`src/rtl/rv32v_hazard_ctrl.sv`:
```
// Stage-count-generic hazard controller for the RV32V vector pipeline.
// Produces per-stage stall/flush, a multi-cycle flush/drain sequence and a saturating stall counter.
module rv32v_hazard_ctrl #(
  parameter int NUM_STAGES   = 5,
  parameter int FLUSH_CYCLES = 1,
  parameter int CNT_W        = 16
) (
  input  logic                  CLK,
  input  logic                  nRST,
  input  logic [NUM_STAGES-1:0] busy,
  input  logic                  csr_update,
  input  logic                  exception,
  output logic [NUM_STAGES-1:0] stall,
  output logic [NUM_STAGES-1:0] flush,
  output logic                  ctrl_busy,
  output logic [CNT_W-1:0]      stall_count
);

  localparam int FCW = (FLUSH_CYCLES > 1) ? $clog2(FLUSH_CYCLES) : 1;
  localparam logic [FCW-1:0] FC_LOAD = FCW'(FLUSH_CYCLES - 1);

  typedef enum logic [1:0] {
    IDLE  = 2'd0,
    FLUSH = 2'd1,
    DRAIN = 2'd2
  } state_e;

  state_e                  state_q, state_d;
  logic [NUM_STAGES-1:0]   mask_q, mask_d;
  logic [FCW-1:0]          fcnt_q, fcnt_d;
  logic [NUM_STAGES-1:0]   flush_q;
  logic                    ctrl_busy_q;
  logic [CNT_W-1:0]        cnt_q;
  logic [NUM_STAGES-1:0]   busy_suffix_s;
  logic [NUM_STAGES-1:0]   evt_mask_s;
  logic                    evt_s;
  logic [NUM_STAGES-1:0]   stall_s;

  // Suffix OR: a busy stage holds itself and every stage upstream of it.
  always_comb begin
    logic acc;
    acc = 1'b0;
    for (int i = NUM_STAGES - 1; i >= 0; i--) begin
      acc              = acc | busy[i];
      busy_suffix_s[i] = acc;
    end
  end

  // Event decode; an exception outranks a CSR update and flushes the committing stage too.
  always_comb begin
    evt_s = exception | csr_update;
    if (exception) begin
      evt_mask_s = {NUM_STAGES{1'b1}};
    end else begin
      evt_mask_s = {1'b0, {(NUM_STAGES-1){1'b1}}};
    end
  end

  // Next-state logic for the flush/drain sequencer.
  always_comb begin
    state_d = state_q;
    mask_d  = mask_q;
    fcnt_d  = fcnt_q;
    case (state_q)
      IDLE: begin
        if (evt_s) begin
          state_d = FLUSH;
          mask_d  = evt_mask_s;
          fcnt_d  = FC_LOAD;
        end else begin
          state_d = IDLE;
        end
      end
      FLUSH: begin
        if (fcnt_q == {FCW{1'b0}}) begin
          state_d = (|busy) ? DRAIN : IDLE;
        end else begin
          fcnt_d = fcnt_q - {{(FCW-1){1'b0}}, 1'b1};
        end
      end
      DRAIN: begin
        if (evt_s) begin
          state_d = FLUSH;
          mask_d  = evt_mask_s;
          fcnt_d  = FC_LOAD;
        end else if (busy == {NUM_STAGES{1'b0}}) begin
          state_d = IDLE;
        end else begin
          state_d = DRAIN;
        end
      end
      default: state_d = IDLE;
    endcase
  end

  // Stall is combinational; flush overrides it and drain freezes the whole pipe.
  always_comb begin
    case (state_q)
      IDLE:    stall_s = busy_suffix_s;
      FLUSH:   stall_s = {NUM_STAGES{1'b0}};
      DRAIN:   stall_s = {NUM_STAGES{1'b1}};
      default: stall_s = {NUM_STAGES{1'b0}};
    endcase
  end

  // State, registered flush/ctrl_busy outputs and the saturating stall counter.
  always_ff @(posedge CLK or negedge nRST) begin
    if (!nRST) begin
      state_q     <= IDLE;
      mask_q      <= {NUM_STAGES{1'b0}};
      fcnt_q      <= {FCW{1'b0}};
      flush_q     <= {NUM_STAGES{1'b0}};
      ctrl_busy_q <= 1'b0;
      cnt_q       <= {CNT_W{1'b0}};
    end else begin
      state_q     <= state_d;
      mask_q      <= mask_d;
      fcnt_q      <= fcnt_d;
      flush_q     <= (state_d == FLUSH) ? mask_d : {NUM_STAGES{1'b0}};
      ctrl_busy_q <= (state_d != IDLE);
      if (stall_s[0] && (cnt_q != {CNT_W{1'b1}})) begin
        cnt_q <= cnt_q + {{(CNT_W-1){1'b0}}, 1'b1};
      end else begin
        cnt_q <= cnt_q;
      end
    end
  end

  assign stall       = stall_s;
  assign flush       = flush_q;
  assign ctrl_busy   = ctrl_busy_q;
  assign stall_count = cnt_q;

endmodule

```
`config.mk`:
```
export PLATFORM = sky130hd
export DESIGN_NAME = rv32v_hazard_ctrl
export DESIGN_NICKNAME = d
export VERILOG_FILES = /design/src/rtl/rv32v_hazard_ctrl.sv
export SDC_FILE = /design/constraint.sdc
export NUM_CORES = 1
export LEC_CHECK = 0
export CORE_ASPECT_RATIO = 1.75
export CORE_UTILIZATION = 48
export CTS_CLUSTER_DIAMETER = 40
export DETAILED_ROUTE_END_ITERATION = 12
export GPL_ROUTABILITY_DRIVEN = 0
export HOLD_SLACK_MARGIN = 0.12
export PLACE_DENSITY = 0.88
export SYNTH_ARGS = -nofsm -noshare
export SYNTH_HDL_FRONTEND = slang
export SYNTH_SLANG_ARGS = --single-unit
```
`constraint.sdc`:
```
create_clock -name CLK -period 3 [get_ports CLK]
set_input_delay 0.45 -clock CLK [delete_from_list [all_inputs] [get_ports CLK]]
set_output_delay 0.45 -clock CLK [all_outputs]
set_load 0.05 [all_outputs]
```
==> run_results.csv, run 1 <==
group,metric,value,unit
synth,syn_inst,102,
cts,cts.sinks,24,
setup_path,crit_family,"buffers and inverters",
sta,finalClockSkew,0.00228,ns
setup_path,critPathMostFrequentCell,"clkdlybuf4s50_1",
synth,yosysSeqAreaShare,0.533,
sta,report.final.setup_viol,0,
routing,drtPass1Iterations,4,
pwr,irDropWorstVdd,0.767,mV
synth,synth.avg_cell_area,11.1,µm²
setup_path,worstRegToRegCells,5,
cts,clockRootBuffer,"clkbuf_4",
setup_path,crit_fanout,6,
placed_design,dpl_cell_area,1500,µm²
floorplanning,initial_core_util,0.525,
routing,drtIter0Drc,27,
cts,cts_tree,"done",
routing,wl_per_cell,15.1,µm
sta,tightestPinTransition,0.692,ns
sta,layout_setup_ws,0.256,ns
layout,syn_to_final_growth,38.1,%
cts,cts_resized,0,
layout,num_antenna_cells,0,
setup_path,crit_start,"busy[3]",
floorplanning,dieArea,2550,µm²
placed_design,dp_hpwl,1820,µm
setup_path,r2r_end,"stall_count[14]",
routing,antenna_left,0,
global_route,antenna_found_initial,0,
pwr,leakage,0.668,nW
routing,drc,0,
floorplanning,rows,22,
synth,syn_nets,112,
floorplanning,die_y,66.1,µm
setup_path,cp_num_buf_inv,2,
setup_path,timing.rr.start,"stall_count[0]",
floorplanning,die_x,38.6,µm
floorplanning,ios,36,
setup_path,cp.arrival,2.29,ns
sta,tns,0,ns
setup_path,cpMaxStageDelayCell,"clkdlybuf4s50_1",
cts,clock_path_buffers,2,
sta,fin_crit_sh,0.915,
routing,viasPerCell,5.53,
setup_path,ff2ff_setup_slack,1.16,ns
cts,post_cts_buffers,0,
run_status,status,"completed",
sta,relSlewSlack,0.536,
sta,max_freq,364,MHz
setup_path,max_stage_delay,0.73,ns
pwr,p_per_area,780,nW/µm²
global_route,grt_max_degree,25,
global_route,grt_pass1_wl,4060,µm
sta,maxSlewViolCount,0,
synth,synth_area,1130,µm²
synth,ys_ff_latch,24,
cts,cts_buffers,3,
placed_design,dp_slack,0.256,ns
cts,hold_buffers,0,
sta,period_needed,2.74,ns
cts,insertion_delay,0.32,ns
min_path,hold_path_class,"in2async",
setup_path,path_cells,"clkdlybuf4s50_1, nor4_4, a21oi_2, clkdlybuf4s50_1",
floorplanning,core_area,2150,µm²
setup_path,end_kind,"output pin",
sta,hold_viol,0,
cts,clk_pin_slew_worst_paths,0.13,ns
cts,h-tree-depth,1,
layout,fin_area,1560,µm²
layout,layout.nets,151,
pwr,power,1.21,mW
setup_path,required,2.55,ns
placed_design,portBuffers,35,
global_route,first_global_vias,907,
setup_path,startpoint_type,"primary input",
sta,grt_setup_unrepaired,"false",
layout,drive_above_1_share,0.0786,
synth,synth_warnings,0,
setup_path,path_class,"in2out",
run,drv_cap,0,
synth,synthDistinctLibCells,26,
global_route,grt_usage,0.231,
routing,vias,907,
global_route,grt-ovfl-total,0,
routing,wl,2480,µm
synth_stat cells:
cell	n	share of area
a211oi_1	2	0.013
a21oi_1	3	0.013
a21oi_2	1	0.0078
and2_4	1	0.0078
and3_1	5	0.028
and4_1	4	0.031
clkbuf_1	1	0.0033
clkbuf_4	1	0.0067
dfrtp_1	24	0.53
ha_1	1	0.011
inv_1	5	0.017
mux2_4	1	0.013
mux2i_1	1	0.0089
nand2_1	2	0.0067
nand3_1	8	0.036
nand4_1	7	0.039
nand4_4	1	0.019
nand4b_1	1	0.0078
nor2_1	13	0.043
nor2b_1	1	0.0056
nor3_1	2	0.0089
nor4_4	1	0.019
nor4b_1	1	0.0078
or2_2	1	0.0056
xnor2_1	13	0.10
xor2_1	1	0.0078
layer usage:
layer,wire length [µm],vias to the layer above,GRT usage
met2,1380,17,0.381
li1,-,440,-
met5,0,-,0
met3,49,7,0.0337
met4,72,0,0.142
met1,972,443,0.266
kinds of logic after synthesis:
kind of cell    count (synthesis)  share of synthesized area
mux                             2                     0.0222
flops                          24                      0.533
simple gates                   48                      0.264
buf+inv                         7                     0.0266
compound gates                  6                     0.0344
xor+xnor                       14                      0.109
fa+ha+maj                       1                     0.0111
through the flow:
| stage | hold slack, ns | utilization | instances |
|---|---|---|---|
| 2_1_floorplan | 0.154 | - | 102 |
| 3_5_place_dp | 0.496 | 0.700 | 160 |
| 6_report | 0.470 | 0.725 | 164 |
| 4_1_cts | 0.479 | 0.725 | 164 |
| 5_1_grt | 0.492 | 0.725 | 164 |
| 3_3_place_gp | 0.478 | 0.700 | 160 |
worst max path at each step:
stage | depth (start not counted) | endpoint | slack (ns)
2_1_floorplan | 5 | stall_count[8] | 1.05
3_3_place_gp | 4 | stall[0] | 0.31
3_5_place_dp | 4 | stall[0] | 0.26
4_1_cts | 4 | stall[0] | 0.25
5_1_grt | 4 | stall[0] | 0.20
6_report | 4 | stall[0] | 0.26
registers in the layout (all words and copies together), names as in the netlist:
signal / flops
stall_count: 16
ctrl_busy: 1
flush: 5
state_q: 2
final cells by class:
class                   instances  area (µm²)
clock inverters                 1        30.0
well taps                      24        30.0
repair buffers                 36         358
multi-input cells              71         497
inverters                       5        18.8
flip-flops and latches         24         601
clock buffers                   3        22.5
fillers                       166         591
layout by cell type, fill, tap and decap left out:
cell type and instances:
nand4_4 1, inv_1 5, nand4b_1 1, or2_2 1
clkbuf_4 3, a21oi_1 3, nand4_1 7, a21oi_2 1
clkdlybuf4s50_1 35, xor2_1 1, nor3_1 2, nand3_1 8
nand2_1 2, and4_1 4, mux2i_1 1, dfrtp_1 24
and2_4 1, nor4b_1 1, buf_4 1, nor2_1 13
a211oi_1 2, mux2_4 1, nor2b_1 1, and3_1 5
xnor2_1 13, ha_1 1, nor4_4 1, bufinv_16 1
power by group:
| part | internal (mW) | switching [mW] | leakage [nW] |
|---|---|---|---|
| sequential | 0.383 | 0.0848 | 0.303 |
| clock | 0.135 | 0.0984 | 0.0279 |
| combinational | 0.190 | 0.322 | 0.337 |
(Power assumes the default switching activity.)
==> inputs of run 2 (changes only) <==
--- a/config.mk
+++ b/config.mk
@@ -6,12 +6,12 @@
 export NUM_CORES = 1
 export LEC_CHECK = 0
 export CORE_ASPECT_RATIO = 1.75
-export CORE_UTILIZATION = 48
+export CORE_UTILIZATION = 40
 export CTS_CLUSTER_DIAMETER = 40
 export DETAILED_ROUTE_END_ITERATION = 12
 export GPL_ROUTABILITY_DRIVEN = 0
 export HOLD_SLACK_MARGIN = 0.12
-export PLACE_DENSITY = 0.88
+export PLACE_DENSITY_LB_ADDON = 0.2
 export SYNTH_ARGS = -nofsm -noshare
 export SYNTH_HDL_FRONTEND = slang
 export SYNTH_SLANG_ARGS = --single-unit
==> run 2 against run 1 <==
Against the previous run: combinational power hardly changed; global-route usage is 5.5 points lower; largest cell class unchanged; worst setup slack better by 0.064 ns; highest routed layer unchanged; clock power is 21% higher; maximum frequency is 2.4% higher; critical path type unchanged; total power is 4.0% higher.
==> run_results.csv, run 2 (synthesis gave the netlist of run 1 again) <==
group,metric,value,unit
global_route,grt_pass1_wl,4060,µm
sta,maxSlewViolCount,0,
setup_path,path_class,"in2out",
cts,insertion_delay,0.27,ns
sta,grt_setup_unrepaired,"false",
setup_path,cpMaxStageDelayCell,"clkdlybuf4s50_1",
layout,drive_above_1_share,0.0786,
setup_path,end_kind,"output pin",
layout,fin_area,1580,µm²
setup_path,critPathMostFrequentCell,"clkdlybuf4s50_1",
run_status,status,"completed",
cts,clock_path_buffers,2,
layout,largest_register_ffs,16,
setup_path,startpoint_type,"primary input",
setup_path,path_cells,"clkdlybuf4s50_1, nor4_4, a21oi_2, clkdlybuf4s50_1",
routing,viasPerCell,5.55,
floorplanning,dieArea,3040,µm²
layout,layout_common_cells,"clkdlybuf4s50_1, dfrtp_1, nor2_1, xnor2_1, nand3_1",
routing,drtPass1Iterations,3,
floorplanning,ios,36,
setup_path,timing.rr.start,"stall_count[0]",
layout,layout.nets,151,
min_path,hold_path_class,"reg2reg",
cts,post_cts_buffers,0,
pwr,p_per_area,800,nW/µm²
cts,hold_buffers,0,
cts,cts.sinks,24,
placed_design,dp_hpwl,1820,µm
routing,vias,927,
setup_path,cp.arrival,2.23,ns
cts,cts_resized,0,
sta,hold_viol,0,
routing,wl,2420,µm
sta,report.final.setup_viol,0,
sta,max_freq,373,MHz
layout,n_fill_cell,239,
floorplanning,core_area,2690,µm²
run,drv_cap,0,
routing,wl_per_cell,14.5,µm
sta,relSlewSlack,0.465,
cts,clk_pin_slew_worst_paths,0.09,ns
sta,period_needed,2.68,ns
global_route,grt_usage,0.176,
sta,fin_crit_sh,0.893,
floorplanning,initial_core_util,0.419,
cts,cts_buffers,3,
setup_path,required,2.55,ns
floorplanning,die_y,72.2,µm
routing,drc,0,
setup_path,crit_start,"busy[3]",
routing,antenna_left,0,
pwr,irDropWorstVdd,0.482,mV
pwr,leakage,0.676,nW
global_route,grt-ovfl-total,0,
pwr,power,1.26,mW
sta,finalClockSkew,0.00489,ns
placed_design,portBuffers,35,
floorplanning,rows,25,
layout,mostFrequentLayoutCell,"clkdlybuf4s50_1",
global_route,first_global_vias,938,
setup_path,max_stage_delay,0.73,ns
layout,num_antenna_cells,0,
layout,syn_to_final_growth,40.1,%
cts,clockRootBuffer,"clkbuf_8",
global_route,grt_max_degree,25,
setup_path,crit_fanout,6,
placed_design,dpl_cell_area,1510,µm²
sta,tns,0,ns
sta,tightestPinTransition,0.797,ns
cts,h-tree-depth,1,
floorplanning,die_x,42.1,µm
min_path,min-delay-start,"stall_count[10]",
global_route,antenna_found_initial,0,
cts,cts_tree,"done",
routing,drtIter0Drc,6,
## run 2: area by class of cell
type | count | area [µm²] | share of cell area
tap | 27 | 33.8 | 0.0214
inverter | 5 | 18.8 | 0.0119
clock inverter | 1 | 30.0 | 0.0190
clock buffer | 3 | 41.3 | 0.0261
timing repair buffer | 36 | 358 | 0.227
multi-input combinational | 71 | 497 | 0.315
sequential | 24 | 601 | 0.380
## run 2: path summary, 6_finish.rpt
path                                    to  slack [ns]  cells after the start
min in group asynchronous  stall_count[12]        0.53                      2
max reg2reg                 stall_count[8]        1.07                      5
max                               stall[0]        0.32                      4
max in group asynchronous   stall_count[0]        2.23                      2
min                        stall_count[10]        0.49                      1
min reg2reg                stall_count[10]        0.49                      1
## run 2: metal layers
layer | vias up | part of all wire | track usage
li1 | 434 | - | -
met1 | 458 | 0.37 | 0.192
met2 | 28 | 0.56 | 0.313
met3 | 7 | 0.043 | 0.0274
met4 | 0 | 0.028 | 0.111
met5 | - | 0 | 0
## run 2: report_power, final
part	total, mW	switching, mW	internal [mW]
Sequential	0.466	0.0830	0.383
Clock	0.284	0.106	0.179
Combinational	0.512	0.322	0.190
Total	1.26	0.511	0.752
## run 2: worst max-delay path, delay by kind of cell
kind            cells  cell delay, ns
compound gates      1            0.16
buf+inv             2            1.20
simple gates        1            0.41
## run 2: per-stage QoR
step	util	cells	setup slack [ns]	hold WS, ns
after detailed placement	0.560	163	0.319	0.481
after global placement	0.560	163	0.338	0.479
final	0.587	167	0.320	0.488
after CTS	0.587	167	0.317	0.496
after global routing	0.587	167	0.252	0.526
after floorplan	-	102	1.05	0.154
